File: src/rtl/crc_frame_pkg.sv
// Shared types and CRC-8 arithmetic for the CRC frame protocol (transmit and checker sides).
package crc_frame_pkg;

  localparam int unsigned CRC_W = 8;
  localparam logic [CRC_W-1:0] CRC_POLY = 8'h07;
  localparam logic [CRC_W-1:0] CRC_INIT = 8'h00;

  typedef enum logic [2:0] {
    ST_IDLE,
    ST_SEND_CNT,
    ST_SEND_DATA,
    ST_SEND_CRC,
    ST_NOTIFY
  } state_e;

  // One byte into the register MSB-first, non-reflected.
  function automatic logic [CRC_W-1:0] crc8_next(input logic [CRC_W-1:0] crc,
                                                 input logic [CRC_W-1:0] data,
                                                 input logic [CRC_W-1:0] poly);
    logic [CRC_W-1:0] c;
    c = crc ^ data;
    for (int unsigned i = 0; i < CRC_W; i++) begin
      c = c[CRC_W-1] ? ((c << 1) ^ poly) : (c << 1);
    end
    return c;
  endfunction

endpackage

File: src/rtl/crc_frame_tx_if.sv
// Request, payload, count, data and completion channels of the CRC frame transmitter.
interface crc_frame_tx_if #(
  parameter int unsigned WIDTH = 8
);
  logic             req_valid;
  logic             req_ready;
  logic [WIDTH-1:0] req_len;
  logic             in_valid;
  logic             in_ready;
  logic [WIDTH-1:0] in_data;
  logic             cnt_valid;
  logic             cnt_ready;
  logic [WIDTH-1:0] cnt_data;
  logic             out_valid;
  logic             out_ready;
  logic [WIDTH-1:0] out_data;
  logic             done_valid;
  logic             done_ready;
  logic             busy;

  modport master (
    input  req_valid, req_len, in_valid, in_data, cnt_ready, out_ready, done_ready,
    output req_ready, in_ready, cnt_valid, cnt_data, out_valid, out_data, done_valid, busy
  );

  modport slave (
    output req_valid, req_len, in_valid, in_data, cnt_ready, out_ready, done_ready,
    input  req_ready, in_ready, cnt_valid, cnt_data, out_valid, out_data, done_valid, busy
  );
endinterface

File: src/rtl/crc_frame_tx_crc8_step.sv
// Combinational single-byte CRC-8 update.
module crc8_step
  import crc_frame_pkg::*;
#(
  parameter logic [CRC_W-1:0] POLY = CRC_POLY
) (
  input  logic [CRC_W-1:0] crc_in,
  input  logic [CRC_W-1:0] data_in,
  output logic [CRC_W-1:0] crc_out
);
  assign crc_out = crc8_next(crc_in, data_in, POLY);
endmodule

File: src/rtl/crc_frame_tx.sv
// Transmit end of the CRC frame protocol: count, payload bytes plus trailing CRC-8, then a done token.
module crc_frame_tx
  import crc_frame_pkg::*;
#(
  parameter int unsigned      WIDTH = 8,
  parameter logic [WIDTH-1:0] POLY  = CRC_POLY,
  parameter logic [WIDTH-1:0] INIT  = CRC_INIT
) (
  input  logic          clk,
  input  logic          rst_n,
  crc_frame_tx_if.master bus
);

  state_e           state_q, state_d;
  logic [WIDTH-1:0] remaining_q, remaining_d;
  logic [WIDTH-1:0] crc_q, crc_d;
  logic [WIDTH-1:0] cnt_data_q, cnt_data_d;
  logic [WIDTH-1:0] out_data_q, out_data_d;
  logic             out_valid_q, out_valid_d;
  logic             crc_loaded_q, crc_loaded_d;

  logic [WIDTH-1:0] crc_next;
  logic             slot_free;
  logic             req_ready, in_ready, cnt_valid, done_valid;

  crc8_step #(
    .POLY(POLY)
  ) u_crc8_step (
    .crc_in (crc_q),
    .data_in(bus.in_data),
    .crc_out(crc_next)
  );

  assign slot_free = !out_valid_q || bus.out_ready;

  always_comb begin
    state_d      = state_q;
    remaining_d  = remaining_q;
    crc_d        = crc_q;
    cnt_data_d   = cnt_data_q;
    out_data_d   = out_data_q;
    out_valid_d  = out_valid_q;
    crc_loaded_d = crc_loaded_q;
    req_ready    = 1'b0;
    in_ready     = 1'b0;
    cnt_valid    = 1'b0;
    done_valid   = 1'b0;

    unique case (state_q)
      ST_IDLE: begin
        req_ready = 1'b1;
        if (bus.req_valid) begin
          remaining_d  = bus.req_len;
          cnt_data_d   = bus.req_len;
          crc_d        = INIT;
          crc_loaded_d = 1'b0;
          state_d      = ST_SEND_CNT;
        end
      end
      ST_SEND_CNT: begin
        cnt_valid = 1'b1;
        if (bus.cnt_ready) begin
          state_d = (remaining_q != '0) ? ST_SEND_DATA : ST_SEND_CRC;
        end
      end
      ST_SEND_DATA: begin
        in_ready = (remaining_q != '0) && slot_free;
        if (out_valid_q && bus.out_ready) begin
          out_valid_d = 1'b0;
        end
        if (in_ready && bus.in_valid) begin
          out_data_d  = bus.in_data;
          out_valid_d = 1'b1;
          crc_d       = crc_next;
          remaining_d = remaining_q - WIDTH'(1);
          if (remaining_q == WIDTH'(1)) begin
            state_d = ST_SEND_CRC;
          end
        end
      end
      ST_SEND_CRC: begin
        // The last payload byte may still occupy the slot; the CRC replaces it as it drains.
        if (!crc_loaded_q) begin
          if (slot_free) begin
            out_data_d   = crc_q;
            out_valid_d  = 1'b1;
            crc_loaded_d = 1'b1;
          end
        end else if (bus.out_ready) begin
          out_valid_d = 1'b0;
          state_d     = ST_NOTIFY;
        end
      end
      ST_NOTIFY: begin
        done_valid = 1'b1;
        if (bus.done_ready) begin
          state_d = ST_IDLE;
        end
      end
      default: state_d = ST_IDLE;
    endcase
  end

  always_ff @(posedge clk or negedge rst_n) begin
    if (!rst_n) begin
      state_q      <= ST_IDLE;
      remaining_q  <= '0;
      crc_q        <= INIT;
      cnt_data_q   <= '0;
      out_data_q   <= '0;
      out_valid_q  <= 1'b0;
      crc_loaded_q <= 1'b0;
    end else begin
      state_q      <= state_d;
      remaining_q  <= remaining_d;
      crc_q        <= crc_d;
      cnt_data_q   <= cnt_data_d;
      out_data_q   <= out_data_d;
      out_valid_q  <= out_valid_d;
      crc_loaded_q <= crc_loaded_d;
    end
  end

  assign bus.req_ready  = req_ready;
  assign bus.in_ready   = in_ready;
  assign bus.cnt_valid  = cnt_valid;
  assign bus.cnt_data   = cnt_data_q;
  assign bus.out_valid  = out_valid_q;
  assign bus.out_data   = out_data_q;
  assign bus.done_valid = done_valid;
  assign bus.busy       = (state_q != ST_IDLE);

endmodule

File: src/flat_wrapper.sv
// flat-port wrapper written by rule: the top's interface ports become plain ports
module crc_frame_tx_flat import crc_frame_pkg::*;
#(
  parameter int unsigned      WIDTH = 8,
  parameter logic [WIDTH-1:0] POLY  = CRC_POLY,
  parameter logic [WIDTH-1:0] INIT  = CRC_INIT
)
  (clk, rst_n, bus_req_valid, bus_req_len, bus_in_valid, bus_in_data, bus_cnt_ready, bus_out_ready, bus_done_ready, bus_req_ready, bus_in_ready, bus_cnt_valid, bus_cnt_data, bus_out_valid, bus_out_data, bus_done_valid, bus_busy);
  crc_frame_tx_if #(.WIDTH(WIDTH)) bus_i ();
  input  logic clk;
  input  logic rst_n;
  input wire logic [$bits(bus_i.req_valid)-1:0] bus_req_valid;
  input wire logic [$bits(bus_i.req_len)-1:0] bus_req_len;
  input wire logic [$bits(bus_i.in_valid)-1:0] bus_in_valid;
  input wire logic [$bits(bus_i.in_data)-1:0] bus_in_data;
  input wire logic [$bits(bus_i.cnt_ready)-1:0] bus_cnt_ready;
  input wire logic [$bits(bus_i.out_ready)-1:0] bus_out_ready;
  input wire logic [$bits(bus_i.done_ready)-1:0] bus_done_ready;
  output wire logic [$bits(bus_i.req_ready)-1:0] bus_req_ready;
  output wire logic [$bits(bus_i.in_ready)-1:0] bus_in_ready;
  output wire logic [$bits(bus_i.cnt_valid)-1:0] bus_cnt_valid;
  output wire logic [$bits(bus_i.cnt_data)-1:0] bus_cnt_data;
  output wire logic [$bits(bus_i.out_valid)-1:0] bus_out_valid;
  output wire logic [$bits(bus_i.out_data)-1:0] bus_out_data;
  output wire logic [$bits(bus_i.done_valid)-1:0] bus_done_valid;
  output wire logic [$bits(bus_i.busy)-1:0] bus_busy;
  assign bus_i.req_valid = bus_req_valid;
  assign bus_i.req_len = bus_req_len;
  assign bus_i.in_valid = bus_in_valid;
  assign bus_i.in_data = bus_in_data;
  assign bus_i.cnt_ready = bus_cnt_ready;
  assign bus_i.out_ready = bus_out_ready;
  assign bus_i.done_ready = bus_done_ready;
  assign bus_req_ready = bus_i.req_ready;
  assign bus_in_ready = bus_i.in_ready;
  assign bus_cnt_valid = bus_i.cnt_valid;
  assign bus_cnt_data = bus_i.cnt_data;
  assign bus_out_valid = bus_i.out_valid;
  assign bus_out_data = bus_i.out_data;
  assign bus_done_valid = bus_i.done_valid;
  assign bus_busy = bus_i.busy;
  crc_frame_tx #(.WIDTH(WIDTH), .POLY(POLY), .INIT(INIT)) u_core (.clk(clk), .rst_n(rst_n), .bus(bus_i));
endmodule
File: config.mk
export PLATFORM = sky130hd
export DESIGN_NAME = crc_frame_tx_flat
export DESIGN_NICKNAME = d
export VERILOG_FILES = /design/src/rtl/crc_frame_pkg.sv /design/src/rtl/crc_frame_tx_if.sv /design/src/rtl/crc_frame_tx_crc8_step.sv /design/src/rtl/crc_frame_tx.sv /design/src/flat_wrapper.sv
export SDC_FILE = /design/constraint.sdc
export NUM_CORES = 1
export LEC_CHECK = 0
export CORE_AREA = 10 10 102 59
export CTS_CLUSTER_SIZE = 8
export DETAILED_ROUTE_END_ITERATION = 10
export DIE_AREA = 0 0 112 69
export HOLD_SLACK_MARGIN = 0.03
export PLACE_DENSITY = 0.78
export SYNTH_ARGS = -nofsm -noshare
export SYNTH_HDL_FRONTEND = slang
export SYNTH_SLANG_ARGS = --single-unit
File: constraint.sdc
create_clock -name clk -period 2.6 [get_ports clk]
set_clock_uncertainty 0.05 [all_clocks]
set_input_delay 0.26 -clock clk [delete_from_list [all_inputs] [get_ports clk]]
set_output_delay 0.26 -clock clk [all_outputs]
set_load 0.02 [all_outputs]
==> reports/metrics.yaml <==
crit_start: "u_core.remaining_q[0]"
ff2ff_path_depth: 7
p_per_area_mw_per_mm2: 1220
ys_top_cells_by_area: "dfrtp_1 (44%), o21ai_0 (6.0%), xnor2_1 (5.5%)"
cts_tree: "built"
cp_max_fo: 4
timing.fmax_mhz: 405
drt_iter0_drc: 104
cts_setup_buffers: 0
tns_ns: 0
synth.top_cell.area_share_pct: 44.3
synthAdderAreaFrac_pct: 1.80
grt_pass1_wl_um: 8400
grt_overflow: 0
grtUsageTotal_pct: 12.9
area.growth.synth_to_final_pct: 27.9
clk_latency_ns: 0.29
syn-num-nets: 248
yosysTopAreaCell: "dfrtp_1"
ys_types: 41
crit_type: "reg -> out"
synth_compound_area_share_pct: 15.8
r2r_setup_slack_ns: 0.42
r2r-end: "u_core.crc_q[0]"
reg2reg_from: "u_core.remaining_q[0]"
critPathArrivalTime_ns: 2.16
async_reset_ff_share_pct: 100
die_area_mm2: 0.00773
nets: 294
clockBufferDepth: 2
root_buffer: "clkbuf_8"
cts_made_buffers: 5
first_pass_iters: 4
period_minus_slack_ns: 2.47
start_util_pct: 49.3
port_buffers: 44
synth-seq-area-share_pct: 44.3
synth_common_cells: "dfrtp_1 (37), nand2_1 (26), o21ai_0 (25)"
synth_xor_xnor_area_share_pct: 9.77
seqPwrFrac_pct: 33.0
hold_buffers: 0
synth_edf_count: 0
max-cap-violations: 0
die_w_um: 112
grt_max_degree: 38
cts.repair.resized: 0
num_antenna_cells: 0
drive_gt1_share_pct: 7.84
synth_top_family_by_area: "simple AND/OR/NAND/NOR gates"
routedWlPerCell_um: 15.5
ant_nets: 0
vias: 1730
h-tree-depth: 2
critPathSlowestCell: "clkdlybuf4s50_1"
gp_congestion: 0.902
setup.worst_path.end_class: "primary output"
required_ns: 2.29
endpoint: "bus_in_ready"
rsz0062_at_grt: "false"
coreArea_mm2: 0.00423
finalSetupViolations: 0
sw_frac_of_total_pct: 42.3
fin_crit_sh_pct: 94.9
p_leak_nw: 1.12
std_cell_rows: 17
ys_warn_count: 0
power.switching_mw: 1.38
startpoint_type: "flip-flop"
p_int_mw: 1.89
grt_pass1_vias: 1708
cpPeakStageDelay_ns: 0.64
drc: 0
dp_slack_ns: 0.425
die_h_um: 69
netlist_area_mm2: 0.00209
via_per_inst: 5.32
ir_drop_mv: 0.500
path_cells: "inv_1, ha_1, nor3b_1, and2_1, nor3_1, clkdlybuf4s50_1"
yosysMostFrequentCell: "dfrtp_1"
antenna_found_initial: 0
synth_ff_type: "dfrtp_1"
pin_count: 45
clockPowerShare_pct: 12.3
wirelength_um: 5040
fill_cells: 373
hold_path.class: "in -> async"
setup_ws_ns: 0.133
synth_cells: 222
synth.mux.area_fraction_pct: 8.09
hold_viol: 0
clkSinkCount: 37
worst_pin_slew_ns: 0.841
status: "complete, no violations"
syn_avg_cell_area_um2: 9.41
ys_ff_latch: 37
p_comb_share_pct: 54.7
clk_pin_slew_worst_paths_ns: 0.07
maxSlewViolCount: 0
yosys.area_share.simple_pct: 16.5
slew_headroom_pct: 43.9
place_hpwl_um: 3840
how the worst min path moves through the flow:
stage	slack, ns	to	depth (start not counted)
5_1_grt	0.07	u_core.state_q[1]	1
3_3_place_gp	0.35	u_core.state_q[2]	1
2_1_floorplan	-0.09	u_core.bus.cnt_data[0]	0
3_5_place_dp	0.36	u_core.crc_loaded_q	1
6_report	0.02	u_core.state_q[2]	1
4_1_cts	0.04	u_core.bus.out_data[7]	1
cell usage in the layout (no fill, tap or decap), types with 4 or more instances in the layout:
cell type        count
clkdlybuf4s50_1     43
xnor2_1             13
a21oi_1             13
or3_1                4
mux2i_1              9
xor2_1               5
inv_1                8
o21ai_0             25
clkbuf_8             6
nand3_1              8
mux2_2               7
nor2_1              13
dfrtp_1             37
buf_4                5
nor3_1               6
nand2_1             26
through the flow:
step	cell area [um2]	cells	total power, mW	hold WS, ns	util (%)
after floorplan	2090	222	2.24	-0.0856	-
after global placement	2580	318	2.84	0.353	61.0
after detailed placement	2580	318	2.87	0.358	61.0
after CTS	2670	325	3.29	0.0405	63.1
after global routing	2670	325	3.55	0.0686	63.1
final	2670	325	3.27	0.0219	63.1
worst max-delay path: cells and delay by family (launching register included):
kind                     cells  cell delay (ns)
buffers and inverters        2             0.74
AND/OR/NAND/NOR              3             0.52
flip-flops                   1             0.40
adder cells (fa/ha/maj)      1             0.21
power by group through the flow:
| stage | clock network, mW | registers (mW) | logic [mW] |
|---|---|---|---|
| 5_1_grt | 0.444 | 1.12 | 1.99 |
| 4_1_cts | 0.419 | 1.08 | 1.80 |
| 6_report | 0.403 | 1.08 | 1.79 |
| 2_1_floorplan | 0 | 1.17 | 1.07 |
| 3_5_place_dp | 0 | 1.09 | 1.79 |
| 3_3_place_gp | 0 | 1.08 | 1.77 |
flip-flops by register name (all words and copies together) (netlist names):
register              flops
u_core.bus.out_data       8
u_core.bus.cnt_data       8
u_core.state_q            3
u_core.remaining_q        8
u_core.bus.out_valid      1
u_core.crc_loaded_q       1
u_core.crc_q              8
kinds of logic (layout without fill, tap and decap cells):
group                      Yosys count  in the layout
AOI/OAI and AO/OA                   57             57
muxes                               16             16
adders and majority gates            3              3
and+or+nand+nor                     71             71
buffers and inverters               18             64
DFF                                 37             37
xor gates and xnor gates            20             20
layout make-up:
type                    instances  area [um2]  area share [%]
repair buffers                 49         473            17.7
multi-input cells             167        1080            40.6
flip-flops and latches         37         926            34.7
well taps                      57        71.3            2.67
inverters                       8        30.0            1.12
clock buffers                   7        86.3            3.23
per-layer routing:
metal / routed length, um / global-route usage (%)
met5: 0 / 0
met4: 38 / 3.33
met3: 517 / 5.60
met2: 1910 / 17.0
met1: 2580 / 18.2
No activity file was read; power rests on OpenSTA's default activity.
